<file path="config.mk">
export PLATFORM = sky130hd
export DESIGN_NAME = mem_access_ctrl
export DESIGN_NICKNAME = d
export VERILOG_FILES = /design/src/rtl/mem_access_ctrl_pkg.sv /design/src/rtl/mem_wait_counter.sv /design/src/rtl/mem_access_ctrl.sv
export SDC_FILE = /design/constraint.sdc
export NUM_CORES = 1
export LEC_CHECK = 0
export ABC_CLOCK_PERIOD_IN_PS = 3100
export CORE_MARGIN = 2
export CORE_UTILIZATION = 40
export DETAILED_ROUTE_END_ITERATION = 8
export HOLD_SLACK_MARGIN = 0.08
export PLACE_DENSITY_LB_ADDON = 0.15
export SLEW_MARGIN = 20
export SYNTH_ARGS = -nofsm -noshare
export SYNTH_HDL_FRONTEND = slang
export SYNTH_SLANG_ARGS = --single-unit
</file>
<file path="constraint.sdc">
create_clock -name clk -period 3.1 [get_ports clk]
set_clock_uncertainty 0.05 [all_clocks]
set_input_delay 0.62 -clock clk [delete_from_list [all_inputs] [get_ports clk]]
set_output_delay 0.62 -clock clk [all_outputs]
set_load 0.01 [all_outputs]
</file>
<file path="src/rtl/mem_access_ctrl_pkg.sv">
// Shared definitions for the memory-access stage: FSM state encoding and width defaults.
package mem_access_ctrl_pkg;

  typedef enum logic [1:0] {
    ST_IDLE   = 2'd0,
    ST_SETUP  = 2'd1,
    ST_ACCESS = 2'd2,
    ST_DONE   = 2'd3
  } mac_state_t;

  localparam int unsigned MAC_ADDR_W = 9;
  localparam int unsigned MAC_DATA_W = 32;
  localparam int unsigned MAC_WCNT_W = 4;

endpackage

</file>
<file path="src/rtl/mem_wait_counter.sv">
// Loadable 4-bit down-counter with zero flag; paces the ACCESS phase wait states.
module mem_wait_counter
  import mem_access_ctrl_pkg::*;
(
  input  logic                  clk,
  input  logic                  clr,
  input  logic                  load,
  input  logic                  en,
  input  logic [MAC_WCNT_W-1:0] load_val,
  output logic                  zero
);

  logic [MAC_WCNT_W-1:0] cnt;

  always_ff @(posedge clk or negedge clr) begin
    if (!clr) begin
      cnt <= '0;
    end else if (load) begin
      cnt <= load_val;
    end else if (en && (cnt != '0)) begin
      cnt <= cnt - 1'b1;
    end
  end

  assign zero = (cnt == '0);

endmodule

</file>
<file path="src/rtl/mem_access_ctrl.sv">
// Memory-interface stage: MAR/MDR registers plus a read/write handshake FSM with
// programmable wait states. Strobes are registered, so read and write never overlap.
module mem_access_ctrl
  import mem_access_ctrl_pkg::*;
#(
  parameter int unsigned ADDR_W      = MAC_ADDR_W,
  parameter int unsigned DATA_W      = MAC_DATA_W,
  parameter int unsigned WAIT_STATES = 1
) (
  input  logic              clk,
  input  logic              clr,
  input  logic [DATA_W-1:0] BusMuxOut,
  input  logic              MARin,
  input  logic              MDRin,
  input  logic              rd_req,
  input  logic              wr_req,
  input  logic [DATA_W-1:0] Mdatain,
  output logic [ADDR_W-1:0] address,
  output logic              read,
  output logic              write,
  output logic [DATA_W-1:0] mem_wdata,
  output logic [DATA_W-1:0] MDR_q,
  output logic              busy,
  output logic              done
);

  mac_state_t        state;
  logic [ADDR_W-1:0] mar;
  logic [DATA_W-1:0] mdr;
  logic              is_wr;
  logic              wait_zero;

  mem_wait_counter u_wait (
    .clk      (clk),
    .clr      (clr),
    .load     (state == ST_SETUP),
    .en       (state == ST_ACCESS),
    .load_val (MAC_WCNT_W'(WAIT_STATES)),
    .zero     (wait_zero)
  );

  always_ff @(posedge clk or negedge clr) begin
    if (!clr) begin
      state <= ST_IDLE;
      mar   <= '0;
      mdr   <= '0;
      is_wr <= 1'b0;
      read  <= 1'b0;
      write <= 1'b0;
      busy  <= 1'b0;
      done  <= 1'b0;
    end else begin
      case (state)
        ST_IDLE: begin
          if (MARin) mar <= BusMuxOut[ADDR_W-1:0];
          if (MDRin) mdr <= BusMuxOut;
          // write wins when both requests arrive together
          if (rd_req || wr_req) begin
            is_wr <= wr_req;
            busy  <= 1'b1;
            state <= ST_SETUP;
          end
        end
        ST_SETUP: begin
          read  <= ~is_wr;
          write <= is_wr;
          state <= ST_ACCESS;
        end
        ST_ACCESS: begin
          if (wait_zero) begin
            // capture only while the RAM is driving read data
            if (read) mdr <= Mdatain;
            read  <= 1'b0;
            write <= 1'b0;
            done  <= 1'b1;
            state <= ST_DONE;
          end
        end
        ST_DONE: begin
          done  <= 1'b0;
          busy  <= 1'b0;
          state <= ST_IDLE;
        end
        default: state <= ST_IDLE;
      endcase
    end
  end

  assign address   = mar;
  assign mem_wdata = mdr;
  assign MDR_q     = mdr;

endmodule

</file>
==> results of run 1 <==
registers in the layout, indices dropped and copies added (netlist names):
register	cells
write	1
done	1
busy	1
address	9
state	2
MDR_q	32
is_wr	1
read	1
u_wait.cnt	4
cells by family after synthesis:
family                     after synthesis  synth area share
muxes                                   74            0.2996
DFF                                     52            0.4678
buffers and inverters                   49            0.1179
AOI/OAI and AO/OA                       19           0.05264
and+or+nand+nor                         18           0.03509
adders and majority gates                6           0.02699
cell usage in the layout (no fill, tap or decap), drive strengths merged, types with 2 or more instances in the layout:
cell and count:
o211ai 2, nand3 3, o21ai 7, nor2b 2, nor2 4, inv 8, clkbuf 6, dfrtp 52
nand2 3, or3 2, clkdlybuf4s50 145, buf 6, a21oi 2, ha 6, mux2 74
final cells by class:
cell class | count | area share
Timing Repair Buffer | 151 | 0.3593
Clock buffer | 6 | 0.01745
Sequential cell | 52 | 0.3130
Tap cell | 80 | 0.02407
Clock inverter | 1 | 0.001204
Inverter | 8 | 0.007222
Multi-Input combinational cell | 117 | 0.2778
power by group:
group          leakage, nW  total (mW)  switching [mW]  internal, mW
sequential           0.614        1.29           0.253          1.04
combinational         1.03        2.77            1.06          1.71
clock               0.0410       0.364           0.210         0.154
total                 1.68        4.43            1.53          2.90
layer usage:
layer,vias up,routed length [um],global-route usage
met3,6,580,0.05403
li1,960,-,-
met5,-,0,0
met4,0,60,0.04336
met2,90,3117,0.2672
met1,962,2611,0.2065
how the worst max path moves through the flow:
stage,end,slack (ns),cells past startpoint
5_1_grt,MDR_q[10]$_DFFE_PN0P_,0.24,6
6_report,MDR_q[20]$_DFFE_PN0P_,0.39,6
3_3_place_gp,MDR_q[2]$_DFFE_PN0P_,0.41,5
4_1_cts,MDR_q[20]$_DFFE_PN0P_,0.40,6
2_1_floorplan,MDR_q[10]$_DFFE_PN0P_,0.90,6
3_5_place_dp,MDR_q[0]$_DFFE_PN0P_,0.38,5
metrics by stage:
stage,instances,hold slack (ns)
global route,415,0.3316
global placement,408,0.4374
finish,415,0.2835
CTS,415,0.3037
detailed placement,408,0.4423
floorplan,218,0.2744
worst max-delay path, cell delays in order (launching register included):
cell and delay (ns):
dfrtp_1 0.39, inv_1 0.10, ha_1 0.16, or3b_4 0.42, a2111oi_4 0.65, buf_4 0.44
mux2_2 0.38
==> Implementation_results.wiki, run 1 <==
{| class="wikitable"
! Metric !! Value
|-
| Status || finished clean
|-
| First-pass GRT wire length || 9.701 mm
|-
| DRC marker count from the first detailed-route iteration || 102
|-
| Clock period minus worst slack || 2.712 ns
|-
| Number of buffers inserted during clock tree synthesis || 5
|-
| DIE HEIGHT || 87.39 um
|-
| Drt pass-1 iters || 4
|-
| Setup slack after layout || 0.3880 ns
|-
| Proportion of synthesized chip area in sequential cells || 0.4678
|-
| Post-synthesis cell count || 218
|-
| Net Count, Synth || 294
|-
| Final Setup Violations || 0
|-
| Peak supply drop || 0.5594 mV
|-
| H-tree depth || 2
|-
| Classification of the worst-slack hold path || input pin to asynchronous set/reset pin
|-
| Clock Tree Buf Depth || 2
|-
| Number of enable flip-flop cells after synthesis || 0
|-
| Area of placed instances || 4080 um^2
|-
| Critical Path Start Type || flip-flop
|-
| Horizontal extent of the die || 87.39 um
|-
| Number of synthesized register bits || 52
|-
| Total power after layout || 4.426 mW
|-
| Worst Path Max Fanout || 25
|-
| Effective utilization at floorplan || 0.4117
|-
| Area leader, netlist || dfrtp_1
|-
| Leakage power || 1.683 nW
|-
| Num Clock Sinks || 52
|-
| Arrival time at the worst endpoint || 2.85 ns
|-
| Routed via count || 2018
|-
| Net count reported at finish || 411
|-
| Startpoint of the most critical register-to-register path || u_wait.cnt[0]$_DFFE_PN0P_
|-
| Core area || 6756 um^2
|-
| CP Launch Point || u_wait.cnt[0]$_DFFE_PN0P_
|-
| Total standard cell area after synthesis || 2781 um^2
|-
| Portion of synthesized cell area occupied by the leading cell type || 0.4678
|-
| Final core utilization || 0.6154
|-
| Most numerous cell in the Yosys netlist || mux2_2
|-
| Hold Vio Cnt, Final || 0
|-
| Upper clock frequency limit || 0.3687 GHz
|-
| Final design instance area without fill || 4158 um^2
|-
| Buffer cell driving the clock tree root || clkbuf_8
|-
| Ys Warns || 0
|-
| FF+latch area || 1301 um^2
|-
| Via count of the first global-routing pass || 2017
|-
| Async S/R FF share, synth || 1.000
|-
| Register-to-register setup slack || 0.39 ns
|-
| Mean instance size in the synthesized netlist || 12.76 um^2
|-
| All-Layer GR Usage || 0.1630
|-
| Detailed-route wire length per cell || 15.35 um
|-
| Number of I/O port buffers || 146
|-
| Clock tree from TritonCTS || yes
|-
| Remaining antenna violation count after routing || 0
|-
| Pre-CTS setup slack || 0.3797 ns
|-
| PostCTS Resize Cnt || 0
|-
| Number of top-level design ports || 147
|-
| Placer congestion estimate || 0.7044
|-
| Worst-skew pair later-pin latency || 0.30 ns
|-
| Post-CTS Repair Setup Buffers || 0
|-
| CTS clk-pin slew, worst paths || 0.09 ns
|-
| Largest cells by area after synthesis || dfrtp_1 47%, mux2_2 29%, buf_4 8.6%
|-
| Max-Cap Viols || 0
|-
| Post-DR vias/cell || 4.863
|-
| Number of placement rows || 30
|-
| Routed Wire Length || 6.370 mm
|-
| Slew at the pin closest to its max-slew limit || 0.6419 ns
|-
| Number of cells on the worst reg-to-reg path || 6
|-
| Endpoint class of the critical path || flip-flop
|-
| Maximum number of pins on one net before global-route repair || 30
|-
| Number of remaining DRC errors || 0
|-
| Area of combinational cells with multiple inputs || 1155 um^2
|-
| Period utilisation layout || 0.8748
|-
| Half-perimeter wire length of the detailed placement result || 4.838 mm
|-
| Commonest register cell after synthesis || dfrtp_1
|-
| Distinct cell type count after synthesis || 30
|-
| Final antenna diode count || 0
|-
| Number of antenna violations at the first check in global routing || 0
|-
| Fillcell total || 569
|-
| Overall overflow remaining after global route || 0
|-
| Synth top cells by count || 72 x mux2_2, 52 x dfrtp_1, 32 x buf_4
|-
| Unrepaired setup endpoints after global routing || no
|-
| Fraction of layout instances using a drive strength above 1 || 0.2627
|-
| Total Die Area || 7636 um^2
|-
| Critical Path RT || 3.24 ns
|-
| Classification of the worst setup path || flip-flop to flip-flop
|-
| Power density relative to cell area || 1064 nW/um^2
|-
| Final slew viol count || 0
|-
| Accumulated negative setup slack || 0 ns
|-
| Capture point of the worst reg-to-reg path || MDR_q[20]$_DFFE_PN0P_
|-
| CTS Hold Buffers Added || 0
|-
| Worst rel slew slack || 0.5721
|-
| Growth of design area from synthesis to finish || 49.48%
|}
(Power assumes the default switching activity.)
==> inputs of run 2 (changes only) <==
- PLACE_DENSITY: default -> 0.88
- PLACE_DENSITY_LB_ADDON: 0.15 -> default
==> Implementation_results.wiki, run 2 (synthesis results as in run 1) <==
{| class="wikitable"
! Metric !! Value
|-
| Number of cells on the worst reg-to-reg path || 6 (unchanged)
|-
| Critical Path RT || 3.23 ns (about the same)
|-
| Critical Path Start Type || flip-flop
|-
| Register-to-register setup slack || 0.66 ns (+0.27 ns)
|-
| Worst-skew pair later-pin latency || 0.30 ns (about the same)
|-
| Slew at the pin closest to its max-slew limit || 0.5654 ns (-0.07649 ns)
|-
| Capture point of the worst reg-to-reg path || MDR_q[1]$_DFFE_PN0P_
|-
| Classification of the worst setup path || flip-flop to flip-flop
|-
| Detailed-route wire length per cell || 15.60 um (+1.6%)
|-
| CTS clk-pin slew, worst paths || 0.09 ns (about the same)
|-
| Startpoint of the most critical register-to-register path || u_wait.cnt[0]$_DFFE_PN0P_
|-
| Final slew viol count || 0 (unchanged)
|-
| Number of antenna violations at the first check in global routing || 0 (unchanged)
|-
| Classification of the worst-slack hold path || input pin to asynchronous set/reset pin
|-
| Peak supply drop || 0.4716 mV (-16%)
|-
| First-pass GRT wire length || 9.936 mm (+2.4%)
|-
| Power density relative to cell area || 1072 nW/um^2 (+0.74%)
|-
| CTS Hold Buffers Added || 0 (unchanged)
|-
| Core area || 6756 um^2 (unchanged)
|-
| Fraction of layout instances using a drive strength above 1 || 0.2575 (-0.005202)
|-
| Horizontal extent of the die || 87.39 um (unchanged)
|-
| Worst rel slew slack || 0.6231 (+0.05099)
|-
| Maximum number of pins on one net before global-route repair || 38 (+27%)
|-
| Net count reported at finish || 409 (-0.49%)
|-
| H-tree depth || 2 (unchanged)
|-
| Number of I/O port buffers || 146 (unchanged)
|-
| Commonest cells after routing, fill and taps aside || 145 x clkdlybuf4s50_1, 72 x mux2_2, 52 x dfrtp_1
|-
| Post-CTS Repair Setup Buffers || 0 (unchanged)
|-
| Worst Path Max Fanout || 32 (+28%)
|-
| Routed Wire Length || 6.458 mm (+1.4%)
|-
| Post-DR vias/cell || 4.971 (+2.2%)
|-
| Overall overflow remaining after global route || 0 (unchanged)
|-
| Final design instance area without fill || 4155 um^2 (about the same)
|-
| Upper clock frequency limit || 0.4091 GHz (+11%)
|-
| Number of top-level design ports || 147 (unchanged)
|-
| Arrival time at the worst endpoint || 2.58 ns (-0.27 ns)
|-
| Kind of cell with the highest combined delay on the critical path || buffers and inverters
|-
| Clock Tree Buf Depth || 2 (unchanged)
|-
| Clock period minus worst slack || 2.444 ns (-0.2676 ns)
|-
| Final antenna diode count || 0 (unchanged)
|-
| Status || finished clean
|-
| All-Layer GR Usage || 0.1643 (+0.001357)
|-
| Accumulated negative setup slack || 0 ns (unchanged)
|-
| Flip-flop count of the largest register after layout || 32 (unchanged)
|-
| Effective utilization at floorplan || 0.4117 (unchanged)
|-
| Max-Cap Viols || 0 (unchanged)
|-
| Leakage power || 1.678 nW (-0.32%)
|-
| Num Clock Sinks || 52 (unchanged)
|-
| Largest incremental delay on the critical path || 0.43 ns (-0.22 ns)
|-
| Unrepaired setup endpoints after global routing || no
|-
| Count of buffer and inverter cells on the critical path || 2 (unchanged)
|-
| Buffer cell driving the clock tree root || clkbuf_8
|-
| Via count of the first global-routing pass || 2185 (+8.3%)
|-
| Half-perimeter wire length of the detailed placement result || 4.799 mm (-0.80%)
|-
| DIE HEIGHT || 87.39 um (unchanged)
|-
| Clock tree from TritonCTS || yes
|-
| Number of remaining DRC errors || 0 (unchanged)
|-
| Growth of design area from synthesis to finish || 49.39% (about the same)
|-
| Slowest-stage cell, CP || or3b_4
|-
| Number of buffers inserted during clock tree synthesis || 5 (unchanged)
|-
| Number of placement rows || 30 (unchanged)
|-
| Total Die Area || 7636 um^2 (unchanged)
|-
| Cells along the critical path || inv_1 > ha_1 > or3b_4 > a2111oi_4 > buf_4 > mux2_2
|-
| Endpoint class of the critical path || flip-flop
|-
| Drt pass-1 iters || 4 (unchanged)
|-
| Total power after layout || 4.456 mW (+0.68%)
|-
| DRC marker count from the first detailed-route iteration || 44 (-57%)
|-
| Period utilisation layout || 0.7885 (-0.08631)
|-
| Routed via count || 2058 (+2.0%)
|-
| Final Setup Violations || 0 (unchanged)
|-
| PostCTS Resize Cnt || 0 (unchanged)
|-
| Hold Vio Cnt, Final || 0 (unchanged)
|-
| Placer congestion estimate || 0.7580 (+7.6%)
|-
| Area of placed instances || 4065 um^2 (-0.37%)
|-
| Remaining antenna violation count after routing || 0 (unchanged)
|-
| Most common cell after layout, fill and taps aside || clkdlybuf4s50_1
|}
-- run 2: cell count changes in the layout (fill, tap and decap cells not counted), sizes merged --
cell / previous run / this run
buf: 6 / 4
clkbuf: 6 / 8
clkinv: 1 / 0
-- run 2: worst reg2reg max path, cell delays in order (launching register included) --
cell and delay [ns]:
dfrtp_1 0.40, inv_1 0.10, ha_1 0.16, or3b_4 0.43
a2111oi_4 0.35, buf_4 0.43, mux2_2 0.42
-- run 2: metal layers --
metal  share of wire  wire length (um)  GRT usage  vias up
met2            0.52              3343     0.3023       97
met1            0.39              2504     0.1824      999
met3           0.091               586    0.05213        2
li1                -                 -          -      960
met5               0                 0          0        -
met4          0.0036                23    0.04056        0
-- run 2: power by group --
part	switching [mW]	internal [mW]
Combinational	1.07	1.70
Sequential	0.254	1.04
Clock	0.209	0.183
-- run 2: layout make-up --
type / instances / area [um^2]
clock buffers: 8 / 90.09
fillers: 533 / 2601
inverters: 8 / 30.03
multi-input cells: 117 / 1155
flip-flops and latches: 52 / 1301
well taps: 80 / 100.1
repair buffers: 149 / 1479
-- run 2: how the worst max path moves through the flow --
stage,depth (start not counted),slack [ns],endpoint,start
after CTS,6,0.64,MDR_q[14]$_DFFE_PN0P_,u_wait.cnt[0]$_DFFE_PN0P_
final,6,0.66,MDR_q[1]$_DFFE_PN0P_,u_wait.cnt[0]$_DFFE_PN0P_
after global placement,5,0.71,MDR_q[1]$_DFFE_PN0P_,MDRin
after detailed placement,5,0.65,MDR_q[14]$_DFFE_PN0P_,MDRin
after floorplan,6,0.90,MDR_q[10]$_DFFE_PN0P_,u_wait.cnt[0]$_DFFE_PN0P_
after global routing,6,0.53,MDR_q[24]$_DFFE_PN0P_,u_wait.cnt[0]$_DFFE_PN0P_
-- run 2: per-stage QoR --
| step | hold WS [ns] | util | instances | setup WS [ns] |
|---|---|---|---|---|
| 6_report | 0.2535 | 0.6150 | 414 | 0.6556 |
| 5_1_grt | 0.2894 | 0.6150 | 414 | 0.5256 |
| 4_1_cts | 0.2666 | 0.6150 | 414 | 0.6408 |
| 3_5_place_dp | 0.4424 | 0.6017 | 406 | 0.6495 |
| 3_3_place_gp | 0.4366 | 0.6017 | 406 | 0.7094 |
| 2_1_floorplan | 0.2744 | - | 218 | 0.8964 |
